===== src/rtl/int_alu_pkg.sv =====
// Shared constants for the integer ALU result path: default width,
// flag bit positions and the result-stage state encoding.
package int_alu_pkg;

    localparam int DEFAULT_DATA_WIDTH = 32;

    // Flag vector layout, shared by the adder and subtract result paths
    localparam int FLAG_C = 0;
    localparam int FLAG_Z = 1;
    localparam int FLAG_N = 2;
    localparam int FLAG_V = 3;
    localparam int FLAG_W = 4;

    // Occupancy of the two-entry result buffer
    typedef enum logic [1:0] {
        ST_EMPTY = 2'd0,
        ST_ONE   = 2'd1,
        ST_TWO   = 2'd2
    } state_e;

endpackage


===== src/rtl/int_flag_gen.sv =====
// Combinational C/Z/N/V flag generator for an add/subtract result.
// The operand MSBs are those of the operands actually summed, so the
// subtract path feeds the inverted B MSB here.
module int_flag_gen
    import int_alu_pkg::*;
#(
    parameter int DATA_WIDTH = DEFAULT_DATA_WIDTH
) (
    input  logic [DATA_WIDTH-1:0] in_sum,
    input  logic                  in_carry,
    input  logic                  in_a_msb,
    input  logic                  in_b_msb,
    output logic [FLAG_W-1:0]     flags
);

    // Derive status flags; overflow means equal-signed operands gave a
    // result of the opposite sign
    always_comb begin
        flags         = '0;
        flags[FLAG_C] = in_carry;
        flags[FLAG_Z] = ~|in_sum;
        flags[FLAG_N] = in_sum[DATA_WIDTH-1];
        flags[FLAG_V] = (in_a_msb == in_b_msb) & (in_sum[DATA_WIDTH-1] != in_a_msb);
    end

endmodule


===== src/rtl/int_adder_result_stage.sv =====
// Registered result stage behind the integer adder. Captures sum and
// flags into a main/skid register pair so in_ready comes straight from
// the state register and out_ready never reaches the adder combinationally.
// Optional feature: INT_ADDER_RESULT_STICKY_EN adds a sticky overflow
// flag (sticky_clr in, sticky_ovf out) that records any drained V=1 beat.
module int_adder_result_stage
    import int_alu_pkg::*;
#(
    parameter int DATA_WIDTH = DEFAULT_DATA_WIDTH
) (
    input  logic                  clk,
    input  logic                  rst_n,
    input  logic                  in_valid,
    output logic                  in_ready,
    input  logic [DATA_WIDTH-1:0] in_sum,
    input  logic                  in_carry,
    input  logic                  in_a_msb,
    input  logic                  in_b_msb,
    output logic                  out_valid,
    input  logic                  out_ready,
    output logic [DATA_WIDTH-1:0] out_sum,
    output logic                  out_carry,
    output logic                  out_zero,
    output logic                  out_neg,
`ifdef INT_ADDER_RESULT_STICKY_EN
    input  logic                  sticky_clr,
    output logic                  sticky_ovf,
`endif
    output logic                  out_ovf
);

    localparam int ENTRY_W = DATA_WIDTH + FLAG_W;

    logic [FLAG_W-1:0]  in_flags;
    logic [ENTRY_W-1:0] in_entry;
    logic [ENTRY_W-1:0] main_q, main_d;
    logic [ENTRY_W-1:0] skid_q, skid_d;
    state_e             state_q, state_d;
    logic               accept;
    logic               drain;

    int_flag_gen #(
        .DATA_WIDTH (DATA_WIDTH)
    ) u_flag_gen (
        .in_sum   (in_sum),
        .in_carry (in_carry),
        .in_a_msb (in_a_msb),
        .in_b_msb (in_b_msb),
        .flags    (in_flags)
    );

    assign in_entry  = {in_sum, in_flags};

    // Both handshake indications decode the state register alone
    assign out_valid = (state_q != ST_EMPTY);
    assign in_ready  = (state_q != ST_TWO);
    assign accept    = in_valid & in_ready;
    assign drain     = out_valid & out_ready;

    assign out_sum   = main_q[ENTRY_W-1:FLAG_W];
    assign out_carry = main_q[FLAG_C];
    assign out_zero  = main_q[FLAG_Z];
    assign out_neg   = main_q[FLAG_N];
    assign out_ovf   = main_q[FLAG_V];

    // Next-state and register-load decisions for the main/skid pair
    always_comb begin
        state_d = state_q;
        main_d  = main_q;
        skid_d  = skid_q;
        case (state_q)
            ST_EMPTY: begin
                if (accept) begin
                    state_d = ST_ONE;
                    main_d  = in_entry;
                end
            end
            ST_ONE: begin
                if (accept && drain) begin
                    main_d = in_entry;
                end else if (accept) begin
                    state_d = ST_TWO;
                    skid_d  = in_entry;
                end else if (drain) begin
                    state_d = ST_EMPTY;
                end
            end
            ST_TWO: begin
                if (drain) begin
                    state_d = ST_ONE;
                    main_d  = skid_q;
                end
            end
            default: begin
                state_d = ST_EMPTY;
            end
        endcase
    end

    // State and data registers; reset discards both entries at once
    always_ff @(posedge clk or negedge rst_n) begin
        if (!rst_n) begin
            state_q <= ST_EMPTY;
            main_q  <= '0;
            skid_q  <= '0;
        end else begin
            state_q <= state_d;
            main_q  <= main_d;
            skid_q  <= skid_d;
        end
    end

`ifdef INT_ADDER_RESULT_STICKY_EN
    logic sticky_q, sticky_d;

    // A drained overflow beat sets the sticky bit even when clear is asserted
    always_comb begin
        sticky_d = sticky_q;
        if (drain && main_q[FLAG_V]) begin
            sticky_d = 1'b1;
        end else if (sticky_clr) begin
            sticky_d = 1'b0;
        end
    end

    // Sticky overflow register
    always_ff @(posedge clk or negedge rst_n) begin
        if (!rst_n) begin
            sticky_q <= 1'b0;
        end else begin
            sticky_q <= sticky_d;
        end
    end

    assign sticky_ovf = sticky_q;
`endif

endmodule


===== config.mk =====
export PLATFORM = sky130hd
export DESIGN_NAME = int_adder_result_stage
export DESIGN_NICKNAME = d
export VERILOG_FILES = /design/src/rtl/int_alu_pkg.sv /design/src/rtl/int_flag_gen.sv /design/src/rtl/int_adder_result_stage.sv
export SDC_FILE = /design/constraint.sdc
export NUM_CORES = 1
export LEC_CHECK = 0
export CORE_MARGIN = 2
export CORE_UTILIZATION = 45
export DETAILED_ROUTE_END_ITERATION = 12
export PLACE_DENSITY = 0.76
export SYNTH_ARGS = -nofsm -noshare
export SYNTH_HDL_FRONTEND = slang
export SYNTH_HIERARCHICAL = 1
export SYNTH_SLANG_ARGS = --single-unit

===== constraint.sdc =====
create_clock -name clk -period 2.25 [get_ports clk]
set_clock_uncertainty 0.15 [all_clocks]
set_input_delay 0.675 -clock clk [delete_from_list [all_inputs] [get_ports clk]]
set_output_delay 0.675 -clock clk [all_outputs]
set_load 0.01 [all_outputs]

==> key figures <==
Floorplanning
  • Site Rows: 32
  • Die area: ~8600 µm²
  • Starting Density: 0.462
  • Die width: ~90 µm
  • Core Area: ~7600 µm²
  • Vert. Die Dim: approximately 93 µm
  • IO Pins: 77

Cells and area
  • Fin nets: roughly 370
  • ANT cells: 0
  • Synthesis-to-finish area growth: 36.3%
  • Fin cells: 434
  • Post-route design area: 4820 µm²
  • Fraction of layout cells with a size suffix above 1: 0.316

GRT
  • Largest net degree at the start of global routing: 43
  • Antenna violations before repair: 0
  • First-pass GRT wire length: 11300 µm
  • GRT Residual Overflow: 0
  • Number of global-route vias before repair: around 2400
  • Total track usage: 0.169

Place
  • Global placement routability congestion: roughly 0.77
  • Half-perimeter wire length after placement: 4770 µm
  • IO Port Bufs: 76
  • Placed cell area: between 4000 and 5000 µm²
  • Dpl cells: between 400 and 500

Clock tree
  • H-tree depth: 3
  • CTS tree: yes
  • Clock sink count: 74
  • CTS root buffer: clkbuf_8
  • CTS Buf Count: 9
  • Clk buf depth: 2
  • Clock transition at path regs: ~80 ps
  • Skew-Pair Late Insertion Delay: between 300 and 400 ps

Yosys
  • Flops & latches, synth: between 70 and 80
  • Post-synth top flop: dfrtp_1
  • Simple-Gate Fraction of Synth Area: 0.0436
  • XOR/XNOR Fraction of Synth Area: 0
  • Post-synth ARST share: 1.00
  • Synth cell count leaders: dfrtp_1 (74), mux2_1 (56), mux2_4 (36), mux2_2 (16), buf_6 (8)
  • Yosys top cell by area: dfrtp_1
  • Main combinational cell family by area after synthesis: multiplexers
  • Syn avg cell area: 15.8 µm²
  • Adder-Cell Fraction of Synth Area: 0
  • Register area share after synthesis: 0.524
  • Ys Warns: 6
  • Yosys top cell area share: 0.524
  • Top-count cell post-synth: dfrtp_1
  • Mux cell area share after synthesis: 0.385
  • Synth cell types: 24
  • Synth Instances: approximately 220
  • Compound-Gate Fraction of Synth Area: 0.0106
  • Dominant cells by area after synthesis: dfrtp_1 (52%), mux2_1 (18%), mux2_4 (15%)
  • Number of synthesized flops with an enable pin: 0
  • Mapped Nets: roughly 260
  • Post-Syn Area: roughly 3500 µm²

Critical path
  • Critical path arrival: ~1400 ps
  • Crit end category: output pin
  • Startpoint type of the worst setup path: register
  • CP peak stage delay: between 300 and 400 ps
  • Crit-path cells: buf_4 > nor2b_4 > inv_1 > clkdlybuf4s15_1
  • CP required: 1420 ps
  • Critical path's slowest cell: dfrtp_1
  • Setup CP Type: reg -> out
  • Worst Path Max Fanout: 6

STA
  • Min Clock Period, post-route: around 2200 ps
  • RSZ-0062 raised after global routing: false
  • Fin crit share: 0.967
  • Final setup viols: 0
  • Worst-margin pin slew: approximately 490 ps
  • Slew Viols, Final: 0
  • Final hold viol count: 0
  • Max Clock Freq: about 460 MHz
  • Setup TNS Final: 0 ps
  • Relative slew slack: 0.670

Pwr
  • Comb pwr share: 0.318
  • Switching share of power: 0.263
  • Switching Power: about 1.2 mW
  • Static Leakage: a little over 2 nW
  • Pwr Total: 4.73 mW
  • Clock power frac: 0.248
  • VDD IR max: ~600 µV
  • Power Internal: between 3 and 4 mW
  • Pwr Density: ~1000 nW/µm²
  • Sequential share of power: 0.435

Routing
  • Via count: 2153
  • Pre-antenna DRT Iters: 4
  • WL/cell: 15.7 µm
  • Antenna-violating nets left: 0
  • DRC errors left: 0
  • Final WL: just under 7000 µm
  • Vias per cell: 4.96
  • DR iter-0 viols: 47

Run
  • Number of max-cap violations: 0

Run status
  • Status: complete, no violations

Min path
  • Worst hold path type: in -> async
power groups by stage:
stage,clock network (mW),logic [mW],registers [mW]
2_1_floorplan,0,0.720,2.13
3_3_place_gp,0,1.48,2.06
3_5_place_dp,0,1.52,2.08
4_1_cts,1.21,1.53,2.06
5_1_grt,1.25,1.61,2.12
6_report,1.17,1.50,2.06
state kept, by name, summed over array words and instances (netlist names):
| register | count |
|---|---|
| main_q | 36 |
| skid_q | 36 |
| state_q | 2 |
worst max-delay path, delay by kind of cell (launching register included):
kind | cells | cell delay, ps
buf+inv | 3 | 490
flops | 1 | 390
simple gates | 1 | 130
per-layer routing:
metal / vias up / track usage / wire length [µm] / part of all wire
met3: 8 / 0.0464 / 272 / 0.040
met2: 49 / 0.288 / 3450 / 0.51
met4: 0 / 0.0478 / 105 / 0.015
met1: 1087 / 0.212 / 2980 / 0.44
li1: 1009 / - / - / -
met5: - / 0 / 0 / 0
cell type report:
| class | count | area [µm²] |
|---|---|---|
| flip-flops and latches | 74 | 1850 |
| clock inverters | 4 | 73.8 |
| clock buffers | 12 | 155 |
| well taps | 102 | 128 |
| multi-input cells | 136 | 1550 |
| repair buffers | 105 | 1050 |
| inverters | 1 | 3.75 |
| fillers | 588 | 2830 |
per-stage QoR:
| step | util | setup slack [ps] | hold WS, ps |
|---|---|---|---|
| detailed placement | 0.599 | -154 | 322 |
| floorplan | - | 405 | 229 |
| global placement | 0.599 | -101 | 314 |
| finish | 0.630 | 73.8 | 116 |
| global route | 0.630 | 0.398 | 133 |
| CTS | 0.630 | 34.4 | 117 |
placed cells by master (no fill, tap or decap), drive strengths merged:
master / Yosys / routed
a21oi: 2 / 2
and2: 1 / 1
buf: 13 / 30
bufinv: 0 / 2
clkbuf: 0 / 12
clkdlybuf4s15: 0 / 1
clkdlybuf4s50: 0 / 73
clkinv: 0 / 2
dfrtp: 74 / 74
dlygate4sd2: 0 / 1
inv: 1 / 1
mux2: 108 / 108
mux2i: 1 / 1
nand2: 2 / 2
nand2b: 1 / 1
nand3b: 1 / 1
nand4: 2 / 2
nor2: 3 / 3
nor2b: 3 / 3
nor4: 8 / 8
o21ai: 2 / 2
o22ai: 1 / 1
or2: 1 / 1
kinds of logic (layout without fill, tap and decap cells):
kind of cell | count (synthesis) | after routing
buffers and inverters | 14 | 122
DFF | 74 | 74
muxes | 109 | 109
and+or+nand+nor | 22 | 22
AOI/OAI and AO/OA | 5 | 5
path summary, 6_finish.rpt:
path / start / endpoint / slack (ps) / depth (start not counted)
max: state_q[1]$_DFFE_PN0P_ / in_ready / 70 / 4
min: rst_n / main_q[17]$_DFFE_PN0P_ / 120 / 1
max reg2reg: state_q[1]$_DFFE_PN0P_ / main_q[2]$_DFFE_PN0P_ / 390 / 5
min reg2reg: skid_q[31]$_DFFE_PN0P_ / skid_q[31]$_DFFE_PN0P_ / 340 / 1
max in group asynchronous: rst_n / skid_q[0]$_DFFE_PN0P_ / 1260 / 2
min in group clk: skid_q[31]$_DFFE_PN0P_ / skid_q[31]$_DFFE_PN0P_ / 340 / 1
repair_timing:
item	4_1_cts	5_1_grt
hold buffers	0	0
setup buffers	1	0
cloned	0	0
endpoints found under the setup margin	2	1
resized for setup	3	1
Note: power is estimated with default switching activity, not from simulation.
